<file path="config.mk">
export PLATFORM = sky130hd
export DESIGN_NAME = demux4_tdm
export DESIGN_NICKNAME = d
export VERILOG_FILES = /design/src/rtl/demux4_pkg.sv /design/src/rtl/demux4_slot_ctr.sv /design/src/rtl/demux4_tdm.sv
export SDC_FILE = /design/constraint.sdc
export NUM_CORES = 1
export LEC_CHECK = 0
export CAP_MARGIN = 20
export CORE_ASPECT_RATIO = 1.5
export CORE_MARGIN = 2
export CORE_UTILIZATION = 35
export DETAILED_ROUTE_END_ITERATION = 6
export GPL_TIMING_DRIVEN = 1
export SYNTH_ARGS = -nofsm -noshare
export SYNTH_HDL_FRONTEND = slang
export SYNTH_SLANG_ARGS = --single-unit
export TNS_END_PERCENT = 30
</file>
<file path="constraint.sdc">
create_clock -name clk -period 4 [get_ports clk]
set_input_delay 0.6 -clock clk [delete_from_list [all_inputs] [get_ports clk]]
set_output_delay 0.6 -clock clk [all_outputs]
set_load 0.05 [all_outputs]
</file>
<file path="src/rtl/demux4_pkg.sv">
// Shared types and constants for the demux4_tdm receive path.
// Optional parity checking is enabled by DEMUX4_PARITY_EN (see demux4_tdm).
package demux4_pkg;

  localparam int SLOT_W = 2;
  localparam int NUM_CH = 4;

  typedef enum logic [0:0] {
    HUNT = 1'b0,
    RUN  = 1'b1
  } state_e;

  // Returns 1 when data plus its parity bit does not have even parity.
  function automatic logic even_par_bad(input logic [31:0] data, input logic par);
    return (^data) ^ par;
  endfunction

endpackage

</file>
<file path="src/rtl/demux4_slot_ctr.sv">
// Two-bit wrapping slot counter with clear and load-to-1 (frame start).
module demux4_slot_ctr
  import demux4_pkg::*;
(
  input  logic              clk,
  input  logic              rst_n,
  input  logic              clr_i,
  input  logic              load1_i,
  input  logic              inc_i,
  output logic [SLOT_W-1:0] slot_o
);

  logic [SLOT_W-1:0] slot_q;
  logic [SLOT_W-1:0] slot_d;

  // Clear beats load, load beats increment.
  always_comb begin
    slot_d = slot_q;
    if (clr_i) begin
      slot_d = '0;
    end else if (load1_i) begin
      slot_d = SLOT_W'(1);
    end else if (inc_i) begin
      slot_d = slot_q + SLOT_W'(1);
    end else begin
      slot_d = slot_q;
    end
  end

  always_ff @(posedge clk) begin
    if (!rst_n) begin
      slot_q <= '0;
    end else begin
      slot_q <= slot_d;
    end
  end

  assign slot_o = slot_q;

endmodule

</file>
<file path="src/rtl/demux4_tdm.sv">
// Time-division 1-to-4 demultiplexer: frame-sync alignment, per-channel registers.
// Define DEMUX4_PARITY_EN to reject words failing even parity over in_data_i.
module demux4_tdm
  import demux4_pkg::*;
#(
  parameter int DW = 4
) (
  input  logic              clk,
  input  logic              rst_n,
  input  logic              in_valid_i,
  input  logic              in_sync_i,
  input  logic [DW-1:0]     in_data_i,
  input  logic              in_par_i,
  output logic [4*DW-1:0]   out_data_o,
  output logic [NUM_CH-1:0] out_upd_o,
  output logic              frame_valid_o,
  output logic [SLOT_W-1:0] slot_o,
  output logic              locked_o,
  output logic              err_o
);

  state_e              state_q, state_d;
  logic                frame_ok_q, frame_ok_d;
  logic [4*DW-1:0]     data_q, data_d;
  logic [NUM_CH-1:0]   upd_q, upd_d;
  logic                fv_q, fv_d;
  logic                err_q, err_d;
  logic                clr_s, load1_s, inc_s;
  logic [SLOT_W-1:0]   slot_s;
  logic                par_bad_s;

`ifdef DEMUX4_PARITY_EN
  assign par_bad_s = even_par_bad(32'(in_data_i), in_par_i);
`else
  logic unused_par_s;
  assign unused_par_s = in_par_i;
  assign par_bad_s    = 1'b0;
`endif

  demux4_slot_ctr u_slot_ctr (
    .clk     (clk),
    .rst_n   (rst_n),
    .clr_i   (clr_s),
    .load1_i (load1_s),
    .inc_i   (inc_s),
    .slot_o  (slot_s)
  );

  // Parity is checked before any sync handling so a corrupt sync never locks.
  always_comb begin
    state_d    = state_q;
    frame_ok_d = frame_ok_q;
    data_d     = data_q;
    upd_d      = '0;
    fv_d       = 1'b0;
    err_d      = 1'b0;
    clr_s      = 1'b0;
    load1_s    = 1'b0;
    inc_s      = 1'b0;
    if (!in_valid_i) begin
      state_d = state_q;
    end else if (par_bad_s) begin
      err_d   = 1'b1;
      state_d = HUNT;
      clr_s   = 1'b1;
    end else begin
      case (state_q)
        HUNT: begin
          if (in_sync_i) begin
            data_d[0 +: DW] = in_data_i;
            upd_d[0]        = 1'b1;
            load1_s         = 1'b1;
            frame_ok_d      = 1'b1;
            state_d         = RUN;
          end else begin
            state_d = HUNT;
          end
        end
        RUN: begin
          if (in_sync_i) begin
            // A sync off slot 0 aborts the partial frame; the new one starts clean.
            err_d           = (slot_s != SLOT_W'(0));
            data_d[0 +: DW] = in_data_i;
            upd_d[0]        = 1'b1;
            load1_s         = 1'b1;
            frame_ok_d      = 1'b1;
          end else if (slot_s == SLOT_W'(0)) begin
            err_d   = 1'b1;
            state_d = HUNT;
            clr_s   = 1'b1;
          end else begin
            data_d[slot_s*DW +: DW] = in_data_i;
            upd_d[slot_s]           = 1'b1;
            inc_s                   = 1'b1;
            if (slot_s == SLOT_W'(3)) begin
              fv_d       = frame_ok_q;
              frame_ok_d = 1'b1;
            end else begin
              fv_d = 1'b0;
            end
          end
        end
        default: begin
          state_d = HUNT;
          clr_s   = 1'b1;
        end
      endcase
    end
  end

  always_ff @(posedge clk) begin
    if (!rst_n) begin
      state_q    <= HUNT;
      frame_ok_q <= 1'b0;
      data_q     <= '0;
      upd_q      <= '0;
      fv_q       <= 1'b0;
      err_q      <= 1'b0;
    end else begin
      state_q    <= state_d;
      frame_ok_q <= frame_ok_d;
      data_q     <= data_d;
      upd_q      <= upd_d;
      fv_q       <= fv_d;
      err_q      <= err_d;
    end
  end

  assign out_data_o    = data_q;
  assign out_upd_o     = upd_q;
  assign frame_valid_o = fv_q;
  assign err_o         = err_q;
  assign slot_o        = slot_s;
  assign locked_o      = (state_q == RUN);

endmodule

</file>
==> summary.txt, run 1 <==
GRT
  • Number of antenna violations at the first check in global routing: 0
  • Total GRT Usage: 0.150
  • Grt total ovfl: 0
  • Number of global-route vias before repair: 905
  • Largest net degree at the start of global routing: 17
  • First-pass GRT wire length: 4200 um

Place
  • Number of I/O port buffers: 32
  • Pre-CTS setup slack: 1.73 ns
  • Detailed Place HPWL: 1900 um
  • GPL Wtd Cong: 0.789

Synthesis
  • Library cells used by synthesis: 26
  • YS warnings: 0
  • Largest family of logic cells by synthesized area: simple AND/OR/NAND/NOR gates
  • Synthesized instance count: 121
  • Post-Synth XOR/XNOR Area: 0
  • Mapped Avg Cell Area: 9.38 um2
  • Synth Area in Simple Gates: 0.255
  • Compound-Gate Fraction of Synth Area: 0.127
  • Yosys reg bits: 26
  • Synth Area in Adders: 0.110
  • Number of flops mapped to enable cells by yosys: 0
  • Synth async-reset ratio: 0
  • Top_reg_cell synth: dfxtp_1
  • Mapped Nets: 140
  • Multiplexer share of the synthesized area: 0.00882
  • Post-synthesis sequential area ratio: 0.459
  • Mapped Area: 1130 um2

STA
  • Fmax: 0.424 GHz
  • Clk_skew: 0.00387 ns
  • Final WS setup: 1.64 ns
  • Final Critical Period: 2.36 ns
  • Slew @ Worst Pin: 0.535 ns
  • Setup TNS: 0 ns
  • WHS: 0.453 ns
  • Max_slew headroom: 0.642
  • # setup viols final: 0
  • Unrepaired setup endpoints after global routing: false
  • Hold Fails Final Rpt: 0
  • Final Cycle Share: 0.589
  • Slew Viols, Final: 0

Layout
  • Most frequent cells in the layout: clkdlybuf4s50_1, dfxtp_1, a21oi_1, nand2_1, nand3_1
  • Antenna cell count: 0
  • # nets final: 172
  • Layout cells sized above 1: 0.0658
  • Most common cell after layout, fill and taps aside: clkdlybuf4s50_1
  • # fillers: 310
  • Area growth syn-to-layout: 35.1%

Hold path
  • Min-delay worst type: reg -> reg
  • Worst hold path depth: 2
  • WHS Endpoint: out_data_o[8]
  • Hold path start: out_data_o[8]

Critical path
  • Worst r2r src: u_slot_ctr.slot_o[0]
  • Worst path arrival time: 1.76 ns
  • Reg2reg setup slack: 1.85 ns
  • Crit. End Element: output port
  • Crit path max-delay family: buffers and inverters
  • Slowest-stage cell, CP: clkdlybuf4s50_1
  • RR Endpoint: out_data_o[7]
  • Delay of the slowest critical-path stage: 0.89 ns
  • Cells along the critical path: clkdlybuf4s50_1
  • Worst Path Max Fanout: 14
  • Worst Reg-to-Reg Cells: 7
  • Bufs and invs on worst path: 1
  • Crit path launch type: flop
  • Critical path type: reg -> out
  • Required @ worst endpoint: 3.40 ns

Routing
  • First-pass DRT Iterations: 4
  • Drt via density: 4.99
  • Vias: 959
  • Number of DRC markers in iteration 0: 20
  • Post-route ant nets: 0
  • Routed len/inst: 13.2 um
  • DRC viols: 0
  • Drt total wl: 2540 um

Power
  • Logic pwr share: 0.121
  • Clk network pwr share: 0.337
  • Peak supply drop: 0.244 mV
  • Static Leak: 0.000566 uW
  • Sw Ratio: 0.249
  • Pwr per Cell Area: 325 nW/um2
  • Flop pwr share: 0.542
  • Internal power: 374 uW
  • Tot Pwr: 498 uW
  • P_sw: 124 uW

Outcome
  • Outcome: complete, no violations

Floorplan
  • Core ar.: 3130 um2
  • Chip height: 73.7 um
  • Ports: 34
  • Die area: 3720 um2
  • Die W: 50.5 um
  • Num rows: 25
  • Initial Util: 0.363

Clocking
  • CTS Sinks: 26
  • Later-pin clock latency in the skew report: 0.27 ns
  • CTS tree: built
  • H-tree depth: 1
  • Total CTS buffers: 3
  • Hold buffer count at cts: 0
  • Deepest clock path buffer count: 2
  • Post_cts resized: 0
  • CTS root buffer: clkbuf_8
  • CTS clk-pin slew, worst paths: 0.09 ns
  • Setup bufs post-CTS: 0

Job
  • Max_cap viols: 0
area by class of cell:
| class | count | area [um2] | area share |
|---|---|---|---|
| Sequential cell | 26 | 520 | 0.340 |
| Multi-Input combinational cell | 85 | 568 | 0.371 |
| Clock buffer | 4 | 55.1 | 0.0359 |
| Inverter | 5 | 18.8 | 0.0122 |
| Tap cell | 40 | 50.0 | 0.0327 |
| Timing Repair Buffer | 32 | 320 | 0.209 |
worst max-delay path by stage:
stage / startpoint / end / slack [ns] / depth (start not counted)
global placement: in_sync_i / out_data_o[7] / 1.76 / 6
detailed placement: in_sync_i / out_data_o[9] / 1.73 / 6
floorplan: u_slot_ctr.slot_o[0] / out_data_o[4] / 1.80 / 7
finish: locked_o / locked_o / 1.64 / 1
global route: locked_o / locked_o / 1.58 / 1
CTS: locked_o / locked_o / 1.64 / 1
routing by layer:
layer  part of all wire  track usage
met2               0.53        0.276
met1               0.41        0.165
met4              0.020       0.0811
met5                  0            0
met3              0.031       0.0163
worst min-delay path, stage by stage (launching register included):
cell     delay, ns
dfxtp_1       0.32
nand2_1       0.05
a21oi_1       0.05
cells in the mapped netlist (2+ instances only):
cell      number  area, um2
clkbuf_1       2       7.51
a22o_1         4       35.0
nor3b_2        2       25.0
nand3_1       11       55.1
and2_1         3       18.8
dfxtp_1       26        521
nand2_1       13       48.8
nand4_1        8       50.1
a21oi_1       16       80.1
buf_4          2       15.0
nor2_1         3       11.3
nor3_1         3       15.0
ha_1          10        125
and4_1         2       17.5
inv_1          5       18.8
kinds of logic after synthesis:
| group | count (synthesis) |
|---|---|
| AO/OA/AOI/OAI | 23 |
| multiplexers | 1 |
| AND/OR/NAND/NOR | 51 |
| buffers and inverters | 10 |
| adder cells (fa/ha/maj) | 10 |
| flip-flops | 26 |
power by group through the flow:
| stage | combinational [uW] | sequential (uW) | clock, uW |
|---|---|---|---|
| 2_1_floorplan | 25.3 | 289 | 0 |
| 3_3_place_gp | 59.7 | 276 | 0 |
| 3_5_place_dp | 60.6 | 276 | 0 |
| 4_1_cts | 60.6 | 270 | 174 |
| 5_1_grt | 64.5 | 271 | 182 |
| 6_report | 60.2 | 270 | 168 |
flip-flops by register name (all words and copies together), names as in the netlist:
name	cells
u_slot_ctr.slot_o	2
locked_o	1
out_upd_o	4
frame_valid_o	1
frame_ok_q	1
out_data_o	16
err_o	1
stage by stage:
stage               instances   util  area (um2)
global route              192  0.490        1530
global placement          188  0.472        1480
detailed placement        188  0.472        1480
finish                    192  0.490        1530
floorplan                 121      -        1130
CTS                       192  0.490        1530
No activity file was read; power rests on OpenSTA's default activity.
==> run 2, diff against run 1 <==
==> constraint.sdc (replaced) <==
create_clock -name clk -period 2.2 [get_ports clk]
set_input_delay 0.33 -clock clk [delete_from_list [all_inputs] [get_ports clk]]
set_output_delay 0.33 -clock clk [all_outputs]
set_load 0.05 [all_outputs]
==> run 2 against run 1 <==
  * Via count is 5.3% higher
  * Register-to-register slack worse by 1.3 ns
  * Sequential power rose by 79%
  * Global-route usage down 0.16 points
  * Final area increased by 2.0%
  * First-iteration DRC count rose by 10%
  * Worst hold slack got worse by 0.0032 ns
  * Die area did not move
  * Sequential share of layout area down 0.68 points
  * Count of clock-buffer cells in the layout down 1
  * Critical path type unchanged
==> summary.txt, run 2 (synthesized netlist as in run 1, its figures left out) <==
Routing
  • Vias: 1010 (+5.3%)
  • Post-route ant nets: 0 (unchanged)
  • First-pass DRT Iterations: 4 (unchanged)
  • Routed len/inst: 13.4 um (+1.3%)
  • Number of DRC markers in iteration 0: 22 (+10%)
  • Drt via density: 5.13 (+2.6%)
  • Drt total wl: 2630 um (+3.9%)
  • DRC viols: 0 (unchanged)

Clocking
  • CTS clk-pin slew, worst paths: 0.08 ns (about the same)
  • H-tree depth: 1 (unchanged)
  • Hold buffer count at cts: 0 (unchanged)
  • Post_cts resized: 0 (unchanged)
  • Setup bufs post-CTS: 0 (unchanged)
  • CTS Sinks: 26 (unchanged)
  • Deepest clock path buffer count: 2 (unchanged)
  • Total CTS buffers: 3 (unchanged)
  • Later-pin clock latency in the skew report: 0.26 ns (about the same)
  • CTS root buffer: clkbuf_8
  • CTS tree: built

STA
  • Setup TNS: 0 ns (unchanged)
  • Slew @ Worst Pin: 0.561 ns (+0.0264 ns)
  • Hold Fails Final Rpt: 0 (unchanged)
  • Max_slew headroom: 0.625 (-0.0176)
  • Slew Viols, Final: 0 (unchanged)
  • Clk_skew: 0.00208 ns (-0.00179 ns)
  • Final Critical Period: 1.90 ns
  • Fmax: 0.526 GHz
  • Unrepaired setup endpoints after global routing: false
  • # setup viols final: 0 (unchanged)
  • Final Cycle Share: 0.864

Layout
  • Max reg flops: 16 (unchanged)
  • Most frequent cells in the layout: clkdlybuf4s50_1, dfxtp_1, a21oi_1, nand2_1, nand3_1
  • # fillers: 317 (+2.3%)
  • Area growth syn-to-layout: 37.8%
  • Most common cell after layout, fill and taps aside: clkdlybuf4s50_1
  • # nets final: 178 (+3.5%)
  • Post-layout util: 0.500 (+0.0100)
  • Antenna cell count: 0 (unchanged)
  • Layout cells sized above 1: 0.0955 (+0.0298)

Power
  • Peak supply drop: 0.332 mV (+36%)
  • Tot Pwr: 865 uW (+74%)
  • Static Leak: 0.000588 uW (+4.0%)
  • Pwr per Cell Area: 553 nW/um2 (+70%)

Floorplan
  • Core ar.: 3130 um2 (unchanged)
  • Ports: 34 (unchanged)
  • Initial Util: 0.363 (unchanged)
  • Die W: 50.5 um (unchanged)
  • Die area: 3720 um2 (unchanged)
  • Num rows: 25 (unchanged)
  • Chip height: 73.7 um (unchanged)

Hold path
  • Min-delay worst type: reg -> reg

Critical path
  • Crit. End Element: output port
  • Worst Path Max Fanout: 9 (-5)
  • Worst path arrival time: 1.57 ns (-0.19 ns)
  • Required @ worst endpoint: 1.87 ns (-1.53 ns)
  • Crit path launch type: flop
  • Critical path type: reg -> out

GRT
  • Total GRT Usage: 0.148 (-0.00156)
  • Largest net degree at the start of global routing: 17 (unchanged)
  • Number of antenna violations at the first check in global routing: 0 (unchanged)
  • Grt total ovfl: 0 (unchanged)
  • First-pass GRT wire length: 4170 um (-0.50%)
  • Number of global-route vias before repair: 922 (+1.9%)

Outcome
  • Outcome: complete, no violations

Place
  • GPL Wtd Cong: 0.784 (-0.71%)
  • Number of I/O port buffers: 32 (unchanged)
  • Detailed Place HPWL: 2060 um (+8.5%)

Job
  • Max_cap viols: 0 (unchanged)
[run 2: changes by cell type in the layout (fill, tap and decap cells not counted), sizes merged]
cell,delta
buf,+6
clkbuf,-1
[run 2: final timing paths]
kind	from	slack, ns	cells past startpoint	end
setup reg to reg	u_slot_ctr.slot_o[0]	0.53	7	out_data_o[6]
hold / removal	frame_ok_q	0.45	2	frame_valid_o
setup / recovery	u_slot_ctr.slot_o[0]	0.30	2	slot_o[0]
hold reg to reg	frame_ok_q	0.45	2	frame_valid_o
[run 2: per-stage QoR]
| stage | setup WS [ns] | hold slack (ns) | cell area (um2) | cells |
|---|---|---|---|---|
| 2_1_floorplan | 0.000347 | 0.422 | 1130 | 121 |
| 3_3_place_gp | 0.381 | 0.439 | 1520 | 194 |
| 3_5_place_dp | 0.318 | 0.441 | 1520 | 194 |
| 4_1_cts | 0.292 | 0.454 | 1560 | 197 |
| 5_1_grt | 0.236 | 0.471 | 1560 | 197 |
| 6_report | 0.300 | 0.450 | 1560 | 197 |
[run 2: worst max-delay path: stages, from the launching register on]
cell             delay (ns)
dfxtp_1                0.33
buf_4                  0.16
clkdlybuf4s50_1        0.82
[run 2: power by group]
group / switching [uW] / leakage [uW] / internal (uW)
registers: 4.11 / 0.000211 / 479
logic: 78.4 / 0.000356 / 48.2
clock network: 133 / 0.0000216 / 122
[run 2: metal layers]
metal,vias up,routed length (um),global-route usage
li1,499,-,-
met1,477,1090,0.161
met2,30,1410,0.276
met3,4,93,0.0142
met4,0,43,0.0811
met5,-,0,0
[run 2: area by class of cell]
cell class | instances | area (um2) | share of cell area
flip-flops and latches | 26 | 520 | 0.333
repair buffers | 38 | 365 | 0.234
inverters | 5 | 18.8 | 0.0120
well taps | 40 | 50.0 | 0.0320
clock buffers | 3 | 41.3 | 0.0264
multi-input cells | 85 | 568 | 0.363
